$ cat src/rtl/board_lock_clear.sv
// board_lock_clear
//   Owns the 10x12 settled-cell playfield. When the mover reports a landed
//   piece it locks the four cells in, collapses any full rows (one row
//   examined per cycle), counts cleared lines, then requests the next piece
//   or enters game-over.
//
// Ports
//   Clk, Reset     clock, asynchronous active-high reset
//   Ack            restart request, honoured only in OVER
//   bottom_flag    mover has stopped the piece (level)
//   top_flag       landed piece touches row 11 (level)
//   x1..x4, y1..y4 piece cell coordinates (column 0..9, row 0..11)
//   arr0..arr11    registered board rows, bit i = column i
//   gen_flag       one-cycle spawn request
//   game_over      high while in OVER
//   lines          saturating count of cleared rows
//   state          FSM state code
//
// state | meaning
// INI   | board and line count cleared
// GEN   | gen_flag pulse, spawn counter loaded
// SPAWN | mover still settling; bottom_flag ignored
// PLAY  | waiting for the piece to land
// LOCK  | captured cells written into the board
// CLEAR | scan rows upward, collapsing full ones
// OVER  | board frozen until Ack
module board_lock_clear #(
    parameter int SCORE_W    = 16,
    parameter int SPAWN_WAIT = 2
) (
    input  logic               Clk,
    input  logic               Reset,
    input  logic               Ack,
    input  logic               bottom_flag,
    input  logic               top_flag,
    input  logic [3:0]         x1,
    input  logic [3:0]         x2,
    input  logic [3:0]         x3,
    input  logic [3:0]         x4,
    input  logic [3:0]         y1,
    input  logic [3:0]         y2,
    input  logic [3:0]         y3,
    input  logic [3:0]         y4,
    output logic [9:0]         arr0,
    output logic [9:0]         arr1,
    output logic [9:0]         arr2,
    output logic [9:0]         arr3,
    output logic [9:0]         arr4,
    output logic [9:0]         arr5,
    output logic [9:0]         arr6,
    output logic [9:0]         arr7,
    output logic [9:0]         arr8,
    output logic [9:0]         arr9,
    output logic [9:0]         arr10,
    output logic [9:0]         arr11,
    output logic               gen_flag,
    output logic               game_over,
    output logic [SCORE_W-1:0] lines,
    output logic [2:0]         state
);

    localparam logic [2:0] INI   = 3'd0;
    localparam logic [2:0] GEN   = 3'd1;
    localparam logic [2:0] SPAWN = 3'd2;
    localparam logic [2:0] PLAY  = 3'd3;
    localparam logic [2:0] LOCK  = 3'd4;
    localparam logic [2:0] CLEAR = 3'd5;
    localparam logic [2:0] OVER  = 3'd6;

    localparam int CNT_W = (SPAWN_WAIT < 2) ? 1 : $clog2(SPAWN_WAIT + 1);

    logic [9:0]         board     [12];
    logic [9:0]         board_nxt [12];
    logic [2:0]         state_nxt;
    logic [3:0]         row_ptr, row_ptr_nxt;
    logic [CNT_W-1:0]   spawn_cnt, spawn_cnt_nxt;
    logic [SCORE_W-1:0] lines_nxt;
    logic [3:0]         hold_x [4];
    logic [3:0]         hold_y [4];
    logic               hold_top;
    logic               row_full;

    assign row_full = (board[row_ptr] == 10'h3FF);

    always_comb begin
        state_nxt     = state;
        row_ptr_nxt   = row_ptr;
        spawn_cnt_nxt = spawn_cnt;
        lines_nxt     = lines;
        for (int r = 0; r < 12; r++) board_nxt[r] = board[r];

        case (state)
            INI: begin
                for (int r = 0; r < 12; r++) board_nxt[r] = '0;
                lines_nxt = '0;
                state_nxt = GEN;
            end
            GEN: begin
                spawn_cnt_nxt = CNT_W'(SPAWN_WAIT);
                state_nxt     = SPAWN;
            end
            SPAWN: begin
                // Leave after SPAWN_WAIT cycles in this state.
                spawn_cnt_nxt = spawn_cnt - 1'b1;
                if (spawn_cnt <= CNT_W'(1)) state_nxt = PLAY;
            end
            PLAY: begin
                if (bottom_flag) state_nxt = LOCK;
            end
            LOCK: begin
                // Out-of-range cells are dropped rather than wrapped.
                for (int k = 0; k < 4; k++) begin
                    if (hold_x[k] <= 4'd9 && hold_y[k] <= 4'd11)
                        board_nxt[hold_y[k]][hold_x[k]] = 1'b1;
                end
                row_ptr_nxt = '0;
                state_nxt   = hold_top ? OVER : CLEAR;
            end
            CLEAR: begin
                if (row_full) begin
                    // Pointer stays put so the row shifted in gets rechecked.
                    for (int r = 0; r < 11; r++) begin
                        if (4'(r) >= row_ptr) board_nxt[r] = board[r+1];
                    end
                    board_nxt[11] = '0;
                    if (lines != '1) lines_nxt = lines + 1'b1;
                end else if (row_ptr == 4'd11) begin
                    state_nxt = GEN;
                end else begin
                    row_ptr_nxt = row_ptr + 4'd1;
                end
            end
            OVER: begin
                if (Ack) state_nxt = INI;
            end
            default: state_nxt = INI;
        endcase
    end

    always_ff @(posedge Clk or posedge Reset) begin
        if (Reset) begin
            state     <= INI;
            row_ptr   <= '0;
            spawn_cnt <= '0;
            lines     <= '0;
            hold_top  <= 1'b0;
            for (int r = 0; r < 12; r++) board[r] <= '0;
            for (int k = 0; k < 4; k++) begin
                hold_x[k] <= '0;
                hold_y[k] <= '0;
            end
        end else begin
            state     <= state_nxt;
            row_ptr   <= row_ptr_nxt;
            spawn_cnt <= spawn_cnt_nxt;
            lines     <= lines_nxt;
            for (int r = 0; r < 12; r++) board[r] <= board_nxt[r];
            if (state == PLAY && bottom_flag) begin
                hold_x[0] <= x1;
                hold_x[1] <= x2;
                hold_x[2] <= x3;
                hold_x[3] <= x4;
                hold_y[0] <= y1;
                hold_y[1] <= y2;
                hold_y[2] <= y3;
                hold_y[3] <= y4;
                hold_top  <= top_flag;
            end
        end
    end

    assign gen_flag  = (state == GEN);
    assign game_over = (state == OVER);

    assign arr0  = board[0];
    assign arr1  = board[1];
    assign arr2  = board[2];
    assign arr3  = board[3];
    assign arr4  = board[4];
    assign arr5  = board[5];
    assign arr6  = board[6];
    assign arr7  = board[7];
    assign arr8  = board[8];
    assign arr9  = board[9];
    assign arr10 = board[10];
    assign arr11 = board[11];

endmodule

$ cat config.mk
export PLATFORM = sky130hd
export DESIGN_NAME = board_lock_clear
export DESIGN_NICKNAME = d
export VERILOG_FILES = /design/src/rtl/board_lock_clear.sv
export SDC_FILE = /design/constraint.sdc
export NUM_CORES = 1
export LEC_CHECK = 0
export ABC_AREA = 1
export CAP_MARGIN = 15
export CORE_MARGIN = 4
export CORE_UTILIZATION = 25
export CTS_CLUSTER_DIAMETER = 40
export DETAILED_ROUTE_END_ITERATION = 10
export PLACE_DENSITY_LB_ADDON = 0.15
export SLEW_MARGIN = 40
export SYNTH_ARGS = -nofsm -noshare
export SYNTH_HDL_FRONTEND = slang
export SYNTH_SLANG_ARGS = --single-unit
$ cat constraint.sdc
create_clock -name Clk -period 11.6 [get_ports Clk]
set_input_delay 1.74 -clock Clk [delete_from_list [all_inputs] [get_ports Clk]]
set_output_delay 1.74 -clock Clk [all_outputs]
set_load 0.01 [all_outputs]
**Word-level counts from Yosys, hierarchy flattened**

Cells that the tools add are included.

- Input port bits: 37
- Output and inout port bits: 141
- Word-level logic and storage cells: 188
- Flip-flop bits (word level): 178

- Muxes and demuxes: 53
- Order comparisons: 37
- Bitwise gates (word level): 9
- $add $sub $neg: 3
- Equal/unequal tests: 28
- Reduce and logical (&&, ||, !) cells: 33

Operator list:

| kind | count |
|---|---|
| $mux 120 | 8 |
| $or 120x120->120 | 4 |
| $pmux 120 s3 | 1 |
| $mux 10 | 17 |
| $demux 10 s4 | 4 |
| $bmux 10 s4 | 1 |
| $reduce_and 3->1 | 13 |
| $ne 2x2->1 const B | 19 |
| $le 4x4->1 const B | 8 |
| $mux 16 | 2 |
| $pmux 16 s2 | 1 |
| $ge 5x5->1 const B | 5 |
| $not 4->5 | 5 |
| $pmux 3 s7 | 1 |
| $lt 4x5->1 const B | 4 |
| $lt 5x1->1 const B | 4 |
| $add 16x1->16 const B | 1 |
| $demux 1 s4 | 4 |
| $ge 3x4->1 const A | 4 |
| $ge 4x1->1 const B | 4 |
| $ne 16x16->1 const B | 1 |
| $mux 3 | 5 |
| $logic_and 1x1->1 | 13 |
| $ge 4x4->1 const A | 3 |
| other kinds (20) | 31 |

**Depth between registers and ports, before layout**

- Depth after elaboration: 18
- Gate-level depth with buffers: 17
- Gate-level depth less buffers: 15

**Worst setup path after synthesis**

Ideal clock, no wire load.

- Kind: reg2out
- Start point: register state[2]
- End point: output game_over
- Arrival: 868 ps
- Buffers on the path: 0
- Cell stages (with the launch flop): 3
- Setup slack: 8,992 ps
- Data required time: 9,860 ps
- Cells stage by stage: dfrtp_1 > inv_1 > nor3_1

- Longest elaborated chain between the ends: 1

Ends and longest elaborated chain:

| element | RTL line | text |
|---|---|---|
| start: declaration | 59 | `output logic [2:0] state` |
| start signal: assignment | 153 | `state <= state_nxt;` |
| $eq 3x3->1 | 173 | `assign game_over = (state == OVER);` |
| end: declaration | 57 | `output logic game_over,` |

No other way between the ends.

**Worst setup path after layout**

- Start point: register row_ptr[0]
- End point: register board, in the netlist arr9[8]

- Longest elaborated chain between the ends: 7
- Elaborated cells on any way between the ends: 9
- Those cells by class: 1 x order compare; 3 x eq/ne; 3 x mux; 1 x bitwise; 1 x reduce/logical

Ends and longest elaborated chain:

| element | RTL line | text |
|---|---|---|
| start: declaration | 75 | `logic [3:0] row_ptr, row_ptr_nxt;` |
| start signal: assignment | 154 | `row_ptr <= row_ptr_nxt;` |
| $not 4->5 (implied by the code) | 83 | `assign row_full = (board[row_ptr] == 10'h3FF);` |
| $bmux 10 s4 | 83 |  |
| $mux 10 (implied by the code) (2 in a row) | 83 |  |
| $eq 10x10->1 | 83 |  |
| $ne 2x2->1 (no source line) | -- |  |
| $reduce_and 3->1 (no source line) (*) | -- |  |
| end: declaration | 72 | `logic [9:0] board [12];` |

Every way passes the cells marked *; elsewhere a longest branch is shown, timed or not. The select of a mux whose other input is x is not followed.
A chain may end at the register's enable or synchronous reset.

==> flow_summary_export.csv <==
group,metric,value,unit
pwr,p_per_area,160,nW/µm²
floorplan,fp.dieH,245,µm
yosys,synthTopCellsByArea,"dfrtp_1, nand2_1, nand3_1",
sta,finalCritPeriodShare,33.4,%
outcome,status,"complete, no violations",
clock_network,cts_resized,0,
yosys,ys_seq_area_share,31.8,%
clock_network,clkSinkCount,178,
worst_setup_path,cp_cell_sequence,"buf_4, buf_12, inv_4, nand2_1, nand3_1, nand2_1, nand2_1, nand3_1, nand3_1, nor2_1, nand2_2, nand2_4, buf_6, nand2_2, nand2_1, nand2_1",
worst_setup_path,critPathKind,"reg -> reg",
detailed_routing,vias,17200,
grt,grt_pass1_vias,16500,
clock_network,clockBufferDepth,2,
yosys,synth_nets,2338,
detailed_routing,avgRoutedWirePerCell,26.1,µm
grt,grt_pass1_wl,119000,µm
place,io_buffers,177,
sta,min_period,3880,ps
yosys,post-synth-top-area-cell,"dfrtp_1",
clock_network,clk_latency,510,ps
worst_setup_path,critical_path_depth,16,
clock_network,cts_setup_buffers,0,
flow_run,maxCapViolCount,0,
yosys,yosysTopAreaCellShare,31.8,%
grt,grt_use_total,27.2,%
yosys,netlist_instances,2296,
sta,fin_ws,7720,ps
worst_setup_path,path_delay_family,"simple AND/OR/NAND/NOR gates",
clock_network,cts_buffers,17,
sta,slew_headroom,37.7,%
floorplan,coreArea,55300,µm²
grt,antenna_found_initial,1,
worst_setup_path,critPathMostFrequentCell,"nand2_1",
floorplan,ios,178,
place,hpwl,62000,µm
worst_setup_path,path_max_fanout,82,
clock_network,cts_root_buf,"clkbuf_16",
floorplan,rows,86,
clock_network,ctsHoldBuffers,0,
cells_and_area,nets,2460,
detailed_routing,wl,83100,µm
sta,fin_skew,13.8,ps
yosys,ys_ff_latch,178,
detailed_routing,ant_nets,0,
floorplan,initial_utilization,25.3,%
sta,setup_tns,0,ps
sta,slew_viol_final,0,
detailed_routing,drtIter0Drc,2123,
worst_hold_path,min_path_type,"reg -> reg",
yosys,synth_common_cells,"nand2_1, inv_1, nand3_1, nor2_1, dfrtp_1",
cells_and_area,fill_cells,6264,
sta,hold_violations,0,
yosys,yosysWarnings,0,
pwr,peakVddDrop,0.129,mV
grt,overflow,0,
sta,rsz0062_at_grt,"false",
yosys,synth_flop_cell,"dfrtp_1",
worst_setup_path,cp.required,11990,ps
worst_setup_path,arrival,4270,ps
worst_hold_path,whs_path_depth,1,
clock_network,cts_tree,"yes",
pwr,cellLeakagePower,7.69,nW
floorplan,die-area,59900,µm²
sta,max_slew.worst_pin.slew,928,ps
worst_setup_path,cp-start-kind,"register",
yosys,yosysMostFrequentCell,"nand2_1",
yosys,synth.avg_cell_area,6.10,µm²
detailed_routing,firstDrtPassIters,7,
worst_setup_path,slowest_delay,550,ps
place,place_congestion,0.981,
yosys,synth_edf_count,0,
detailed_routing,avgViaCountPerCell,5.40,
floorplan,chipWidth,245,µm
clock_network,htreeDepth,4,
yosys,ys_async_sr_fraction,100,%
place,dpl_worst_slack,7360,ps
sta,clock.fmax,258,MHz
cells_and_area,area_growth,22.0,%
worst_setup_path,cp_num_buf_inv,4,
yosys,syn_area,14000,µm²
worst_setup_path,crit_path_end_kind,"register",
worst_setup_path,ff2ff_path_depth,16,
worst_setup_path,cp_slowest_cell,"buf_6",
cells_and_area,drive_gt1_share,4.52,%
detailed_routing,drc,0,
sta,setup_viol,0,
grt,grt_start_max_net_pins,83,
clock_network,clkTransAtPathRegs,70,ps
yosys,post_synth_num_cell_types,42,
-- layout by cell type (no fill, tap or decap), types with 2 or more instances in the layout --
cell type	count
nand2_1	877
inv_1	238
nand3_1	218
dfrtp_1	177
clkdlybuf4s50_1	177
nor2_1	165
a21oi_1	160
o21ai_0	126
o2111ai_1	71
o211ai_1	24
buf_4	24
clkbuf_16	17
nor3_1	16
nand2_2	14
o22ai_1	14
nand4_1	11
nor2_2	10
xor2_1	9
nor2_4	7
clkinv_1	6
clkinv_4	5
ha_1	5
inv_2	4
o21ai_1	4
o221ai_1	4
xnor2_1	4
inv_8	4
buf_6	4
mux2_2	3
clkinvlp_4	3
nand2_4	2
o31ai_1	2
nor3_2	2
a41o_1	2
nor4_1	2
a22oi_1	2
inv_6	2
-- worst register-to-register path: stages, from the launching register on --
cell     delay, ps
dfrtp_2        340
buf_4          380
buf_12         280
inv_4          250
nand2_1        140
nand3_1        150
nand2_1        120
nand2_1         60
nand3_1        100
nand3_1         90
nor2_1         160
nand2_2        110
nand2_4        470
buf_6          560
nand2_2        360
nand2_1        120
nand2_1         60
-- flip-flops by register name, summed over array words and instances (netlist names), 10 cells and up --
name    cells
arr0       10
hold_x     16
arr1       10
arr10      10
arr8       10
arr7       10
arr3       10
arr4       10
arr2       10
lines      16
arr5       10
arr9       10
hold_y     16
arr6       10
arr11      10
-- final timing paths --
| check | from | end | slack (ps) |
|---|---|---|---|
| setup / recovery | row_ptr[0] | arr9[8] | 7720 |
| hold / removal | spawn_cnt[0] | spawn_cnt[0] | 500 |
| max in group asynchronous | Reset | arr9[8] | 8960 |
| hold reg to reg | spawn_cnt[0] | spawn_cnt[0] | 500 |
| min in group asynchronous | Reset | arr6[0] | 1620 |
| setup reg to reg | row_ptr[0] | arr9[8] | 7720 |
-- metrics by stage --
stage / instance area (µm²) / utilization [%] / hold WS [ps] / std cells / power, mW
detailed placement: 16500 / 29.8 / 497 / 3146 / 2.12
floorplan: 14000 / - / 466 / 2296 / 1.60
finish: 17100 / 30.9 / 503 / 3180 / 2.74
global placement: 16400 / 29.7 / 487 / 3145 / 2.10
CTS: 17100 / 30.8 / 512 / 3178 / 2.71
global route: 17100 / 30.9 / 540 / 3179 / 2.88
-- kinds of logic after synthesis --
family | Yosys count | share of synthesized area (%)
and+or+nand+nor | 1328 | 38.4
xor gates and xnor gates | 13 | 0.813
adders and majority gates | 5 | 0.446
AOI/OAI and AO/OA | 416 | 17.7
buffers and inverters | 353 | 10.7
DFF | 178 | 31.8
muxes | 3 | 0.241
-- report_power, final --
part	internal, mW	switching, mW
Clock	0.287	0.292
Sequential	0.689	0.0809
Combinational	0.291	1.10
Total	1.27	1.47
-- per-layer routing --
layer,share of wire [%],global-route usage [%],up-vias
li1,-,-,7757
met1,42,35.7,8303
met2,45,43.2,892
met3,7.8,5.01,209
met4,5.0,13.3,0
met5,0,0,-
-- layout make-up --
cell class                      instances  area (µm²)  share of cell area (%)
Timing Repair Buffer                  206        2020                    11.8
Tap cell                              748         936                    5.47
Inverter                              250         946                    5.53
Clock inverter                         13         120                   0.703
Clock buffer                           19         443                    2.59
Sequential cell                       178        4460                    26.1
Antenna cell                            1        2.50                  0.0146
Multi-Input combinational cell       1765        8180                    47.8
No activity file was read; power rests on OpenSTA's default activity.
==> patch 1, RTL diff (same settings) <==
`SPAWN_WAIT`: 2 -> 4.
--- a/src/rtl/board_lock_clear.sv
+++ b/src/rtl/board_lock_clear.sv
@@ -26,7 +26,7 @@
 // OVER  | board frozen until Ack
 module board_lock_clear #(
     parameter int SCORE_W    = 16,
-    parameter int SPAWN_WAIT = 2
+    parameter int SPAWN_WAIT = 4
 ) (
     input  logic               Clk,
     input  logic               Reset,
Function: same outputs for any inputs over 4 cycles, from zero or initial values and one cycle with Reset high; that may be too few to reach the edited logic, so the function may still have changed.
==> patch 1 against the original RTL <==
- total power rose by 7.3%
- worst setup slack got worse by 0.17 ns
- synthesized area about the same
- sequential power rose by 1%
- largest cell class unchanged
- hold slack better by 0.0012 ns
- core utilization up 0.16 points
- sequential cell count is 1 higher
- design area increased by 0.51%
- via count increased by 3.1%
- routed wire length grew 9.7%
==> patch 1: results (changes against the original RTL) <==
The global placer's final weighted congestion is 1.05 (was 0.981), and the pin count of the biggest net entering global routing is 77 (was 83). The arrival time of data at the critical path endpoint was 4.42 ns (was 4.27 ns). The maximum fanout encountered on the critical timing path is 75 (was 82), and the combinational fraction of design power is 0.532 (was 0.508). The slew at the pin with the worst max-slew slack is 0.975 ns (was 0.928 ns), and the post-route fraction of the period consumed by the critical path is 0.349 (was 0.334). The relative contribution of sequential cells to total power is 0.265 (was 0.281). The logs give 7.63 nW (was 7.69 nW) for the static leakage and 2451 (was 2460) for the number of nets at the end of the flow. The fraction of final layout cells sized beyond drive strength 1 was 0.0467 (was 0.0452).

The final-layout fill cell count came out at 6319 (was 6264). The global-route track usage on met1 was 0.395 (was 0.357); the switching component of the power was 1.62 mW (was 1.47 mW). The run gives 7.55 ns (was 7.72 ns) as the worst-case register-to-register setup slack. The tools report the met3 routing resource usage after global routing as 0.0890 (was 0.0501). The slowest cell on the critical path was sky130_fd_sc_hd__buf_4 (was sky130_fd_sc_hd__buf_6). List of most frequent post-synthesis cells: sky130_fd_sc_hd__nand2_1, sky130_fd_sc_hd__inv_1, sky130_fd_sc_hd__nand3_1 (unchanged).

The run finished with clean final reports. For the initial antenna violation count, the log shows 4 (was 1). The sequential fraction of the synthesis area was 0.319 (was 0.318). The largest incremental delay on the critical path works out to 0.67 ns (was 0.55 ns). Synth top area cells: sky130_fd_sc_hd__dfrtp_1, sky130_fd_sc_hd__nand2_1, sky130_fd_sc_hd__nand3_1, sky130_fd_sc_hd__inv_1, sky130_fd_sc_hd__o21ai_0 (was sky130_fd_sc_hd__dfrtp_1, sky130_fd_sc_hd__nand2_1, sky130_fd_sc_hd__nand3_1, sky130_fd_sc_hd__inv_1, sky130_fd_sc_hd__a21oi_1).

The areal power density over the cells is 171 nW/um^2 (was 160 nW/um^2), and the count of non-filler cells in the finished layout is 3172 (was 3180). The number of placed instances, taps included was 3137 (was 3146). The logs give 127000 um (was 119000 um) for the global-route wire length before repair and 39 (was 42) for the count of distinct cell types in the synthesized netlist. The met2 global-route usage was 0.433 (was 0.432).

The sum of net half-perimeters after detailed placement is 66200 um (was 62000 um). The average instance area after synthesis works out to 6.16 sq um (was 6.10 sq um). The final-layout worst hold slack is 0.504 ns (was 0.503 ns). The logs give 0.297 (was 0.272) for the overall track demand over capacity in global routing and 2321 (was 2338) for the total nets after synthesis. The run gives 2369 (was 2123) as the number of DRC violations after detailed-routing iteration 0. The per-cell routed wire length is 28.7 um (was 26.1 um), and the maximum vdd drop is 0.131 mV (was 0.129 mV). The total via count in the routed design came out at 17700 (was 17200).
## patch 1: through the flow
stage | instance area [sq um] | setup WS (ns)
floorplan | 14000 | 5.00
global placement | 16500 | 7.65
detailed placement | 16600 | 7.65
CTS | 17200 | 7.66
global route | 17200 | 7.25
finish | 17200 | 7.55
## patch 1: kinds of logic after synthesis
family | count (synthesis) | synth area share
buffers and inverters | 352 | 0.104
AO/OA/AOI/OAI | 453 | 0.194
AND/OR/NAND/NOR | 1273 | 0.368
adder cells (fa/ha/maj) | 6 | 0.00535
flip-flops | 179 | 0.319
XOR/XNOR | 13 | 0.00812
multiplexers | 2 | 0.00161
## patch 1: routing by layer
| metal | share of wire | wire (um) |
|---|---|---|
| met5 | 0.00014 | 13 |
| met4 | 0.062 | 5650 |
| met3 | 0.10 | 9560 |
| met2 | 0.41 | 37500 |
| met1 | 0.42 | 38400 |
## patch 1: cell type report
type,instances,area share
Tap cell,748,0.0545
Inverter,258,0.0571
Clock inverter,6,0.00393
Sequential cell,179,0.261
Clock buffer,26,0.0302
Timing Repair Buffer,205,0.117
Multi-Input combinational cell,1747,0.476
Antenna cell,3,0.000437
## patch 1: worst paths after layout
| check | from | depth (start not counted) | to |
|---|---|---|---|
| hold reg to reg | arr4[2]$_DFFE_PP0P_ | 2 | arr4[2]$_DFFE_PP0P_ |
| max in group asynchronous | Reset | 3 | row_ptr[0]$_DFFE_PP0P_ |
| setup reg to reg | row_ptr[1]$_DFFE_PP0P_ | 15 | arr11[2]$_DFFE_PP0P_ |
| min in group asynchronous | Reset | 2 | arr10[4]$_DFFE_PP0P_ |
| hold / removal | arr4[2]$_DFFE_PP0P_ | 2 | arr4[2]$_DFFE_PP0P_ |
| setup / recovery | row_ptr[1]$_DFFE_PP0P_ | 15 | arr11[2]$_DFFE_PP0P_ |
==> patch 2, RTL diff (same settings) <==
Without the edit above. Make the reset (`Reset`) synchronous in one clocked block. Comments in the files are not updated.
--- a/src/rtl/board_lock_clear.sv
+++ b/src/rtl/board_lock_clear.sv
@@ -137,7 +137,7 @@
         endcase
     end
 
-    always_ff @(posedge Clk or posedge Reset) begin
+    always_ff @(posedge Clk) begin
         if (Reset) begin
             state     <= INI;
             row_ptr   <= '0;
Behaviour: differs if Reset is asserted again (counterexample within 4 cycles, from zero or initial values and one cycle with Reset high); with Reset held inactive, the same outputs for 4 cycles.
==> patch 2 against the original RTL <==
- global-route usage is 1.0 points lower
- synthesized cell count is 8.4% lower
- routed wire length is 9.1% lower
- worst setup slack worse by 0.0053 ns
- sequential cell count is 4 higher
- final cell count is 8.5% lower
- design area is 5.7% lower
- synthesized area is 6.9% lower
- register-to-register slack better by 0.17 ns
- total power is 21% higher
==> patch 2: results (changes against the original RTL) <==
The fraction of power spent switching nets works out to 0.477 (was 0.538). The tools report the global placer's final weighted congestion as 0.990 (was 0.981). The number of DRC violations after detailed-routing iteration 0 came out at 1979 (was 2123). The async set-or-reset flop fraction in the synthesized netlist is 0 (was 1.00), and the per-cell routed wire length is 26.0 um (was 26.1 um). The tools report the worst hold path endpoint as spawn_cnt[0]$_SDFFE_PP0P_ (was spawn_cnt[0]$_DFFE_PP0P_). The number of vias per cell after detailed routing came out at 5.60 (was 5.40). The static leakage was 6.06 nW (was 7.69 nW); the maximum fanout encountered on the critical timing path was 40 (was 82). The total via count in the routed design is 16300 (was 17200), and the final-layout fill cell count is 5799 (was 6264). The logs give 7.89 ns (was 7.72 ns) for the worst-case register-to-register setup slack and 100 (was 83) for the pin count of the biggest net entering global routing. Area taken by flip-flops and latches: 3960 sq um (was 4460 sq um). The run finished with clean final reports. The average instance area after synthesis came out at 6.20 sq um (was 6.10 sq um). The relative contribution of sequential cells to total power was 0.307 (was 0.281). The placement-stage cell area is 15500 sq um (was 16500 sq um). Post-route fraction of the period consumed by the critical path: 0.335 (was 0.334). The worst min-delay path startpoint was spawn_cnt[0]$_SDFFE_PP0P_ (was spawn_cnt[0]$_DFFE_PP0P_).

The tools report the flip-flop and latch power as 1.02 mW (was 0.770 mW). Terminus of the critical flop-to-flop path: board[8][2]$_SDFFE_PP0P_ (was arr9[8]$_DFFE_PP0P_). The sequential fraction of the synthesis area is 0.304 (was 0.318). Synth top area cells: sky130_fd_sc_hd__dfxtp_1, sky130_fd_sc_hd__nand2_1, sky130_fd_sc_hd__a21oi_1, sky130_fd_sc_hd__nor2_1, sky130_fd_sc_hd__edfxtp_1 (was sky130_fd_sc_hd__dfrtp_1, sky130_fd_sc_hd__nand2_1, sky130_fd_sc_hd__nand3_1, sky130_fd_sc_hd__inv_1, sky130_fd_sc_hd__a21oi_1). The number of nets at the end of the flow is 2259 (was 2460). The tools report the met1 layer wirelength in the final routing as 31800 um (was 34900 um). The post-synthesis instance area is 13000 sq um (was 14000 sq um). The run gives 0.380 (was 0.377) as the worst slew slack as a fraction of its limit.
patch 2: kinds of logic (layout without fill, tap and decap cells):
| group | count (synthesis) | after routing | synth area share |
|---|---|---|---|
| buffers and inverters | 293 | 419 | 0.0940 |
| AO/OA/AOI/OAI | 514 | 514 | 0.244 |
| adder cells (fa/ha/maj) | 5 | 5 | 0.00480 |
| AND/OR/NAND/NOR | 1096 | 1096 | 0.344 |
| flip-flops | 182 | 182 | 0.304 |
| XOR/XNOR | 14 | 14 | 0.00940 |
patch 2: layout make-up:
| type | count | share of cell area |
|---|---|---|
| Clock buffer | 18 | 0.0266 |
| Clock inverter | 14 | 0.0101 |
| Inverter | 180 | 0.0420 |
| Multi-Input combinational cell | 1629 | 0.496 |
| Sequential cell | 182 | 0.246 |
| Tap cell | 680 | 0.0528 |
| Timing Repair Buffer | 207 | 0.127 |
patch 2: how the worst max path moves through the flow:
stage          slack [ns]                    endpoint   from
3_5_place_dp         7.21  hold_x[1][0]$_SDFFCE_PN0P_  Reset
6_report             7.72  hold_x[2][1]$_SDFFCE_PN0P_  Reset
5_1_grt              7.51  hold_y[0][1]$_SDFFCE_PN0P_  Reset
4_1_cts              7.75  hold_x[2][1]$_SDFFCE_PN0P_  Reset
3_3_place_gp         6.95  hold_y[1][2]$_SDFFCE_PN0P_  Reset
2_1_floorplan        8.12  hold_x[0][0]$_SDFFCE_PN0P_  Reset
patch 2: routing by layer:
layer	vias up	track usage
li1	7410	-
met1	7686	0.348
met2	975	0.384
met3	231	0.0669
met4	0	0.151
met5	-	0
patch 2: critical path, cell delays in order:
cell and delay, ns:
sky130_fd_sc_hd__clkdlybuf4s50_1 0.45, sky130_fd_sc_hd__buf_4 0.41, sky130_fd_sc_hd__clkinv_2 0.64, sky130_fd_sc_hd__nand2_2 0.71, sky130_fd_sc_hd__nor2_1 0.09
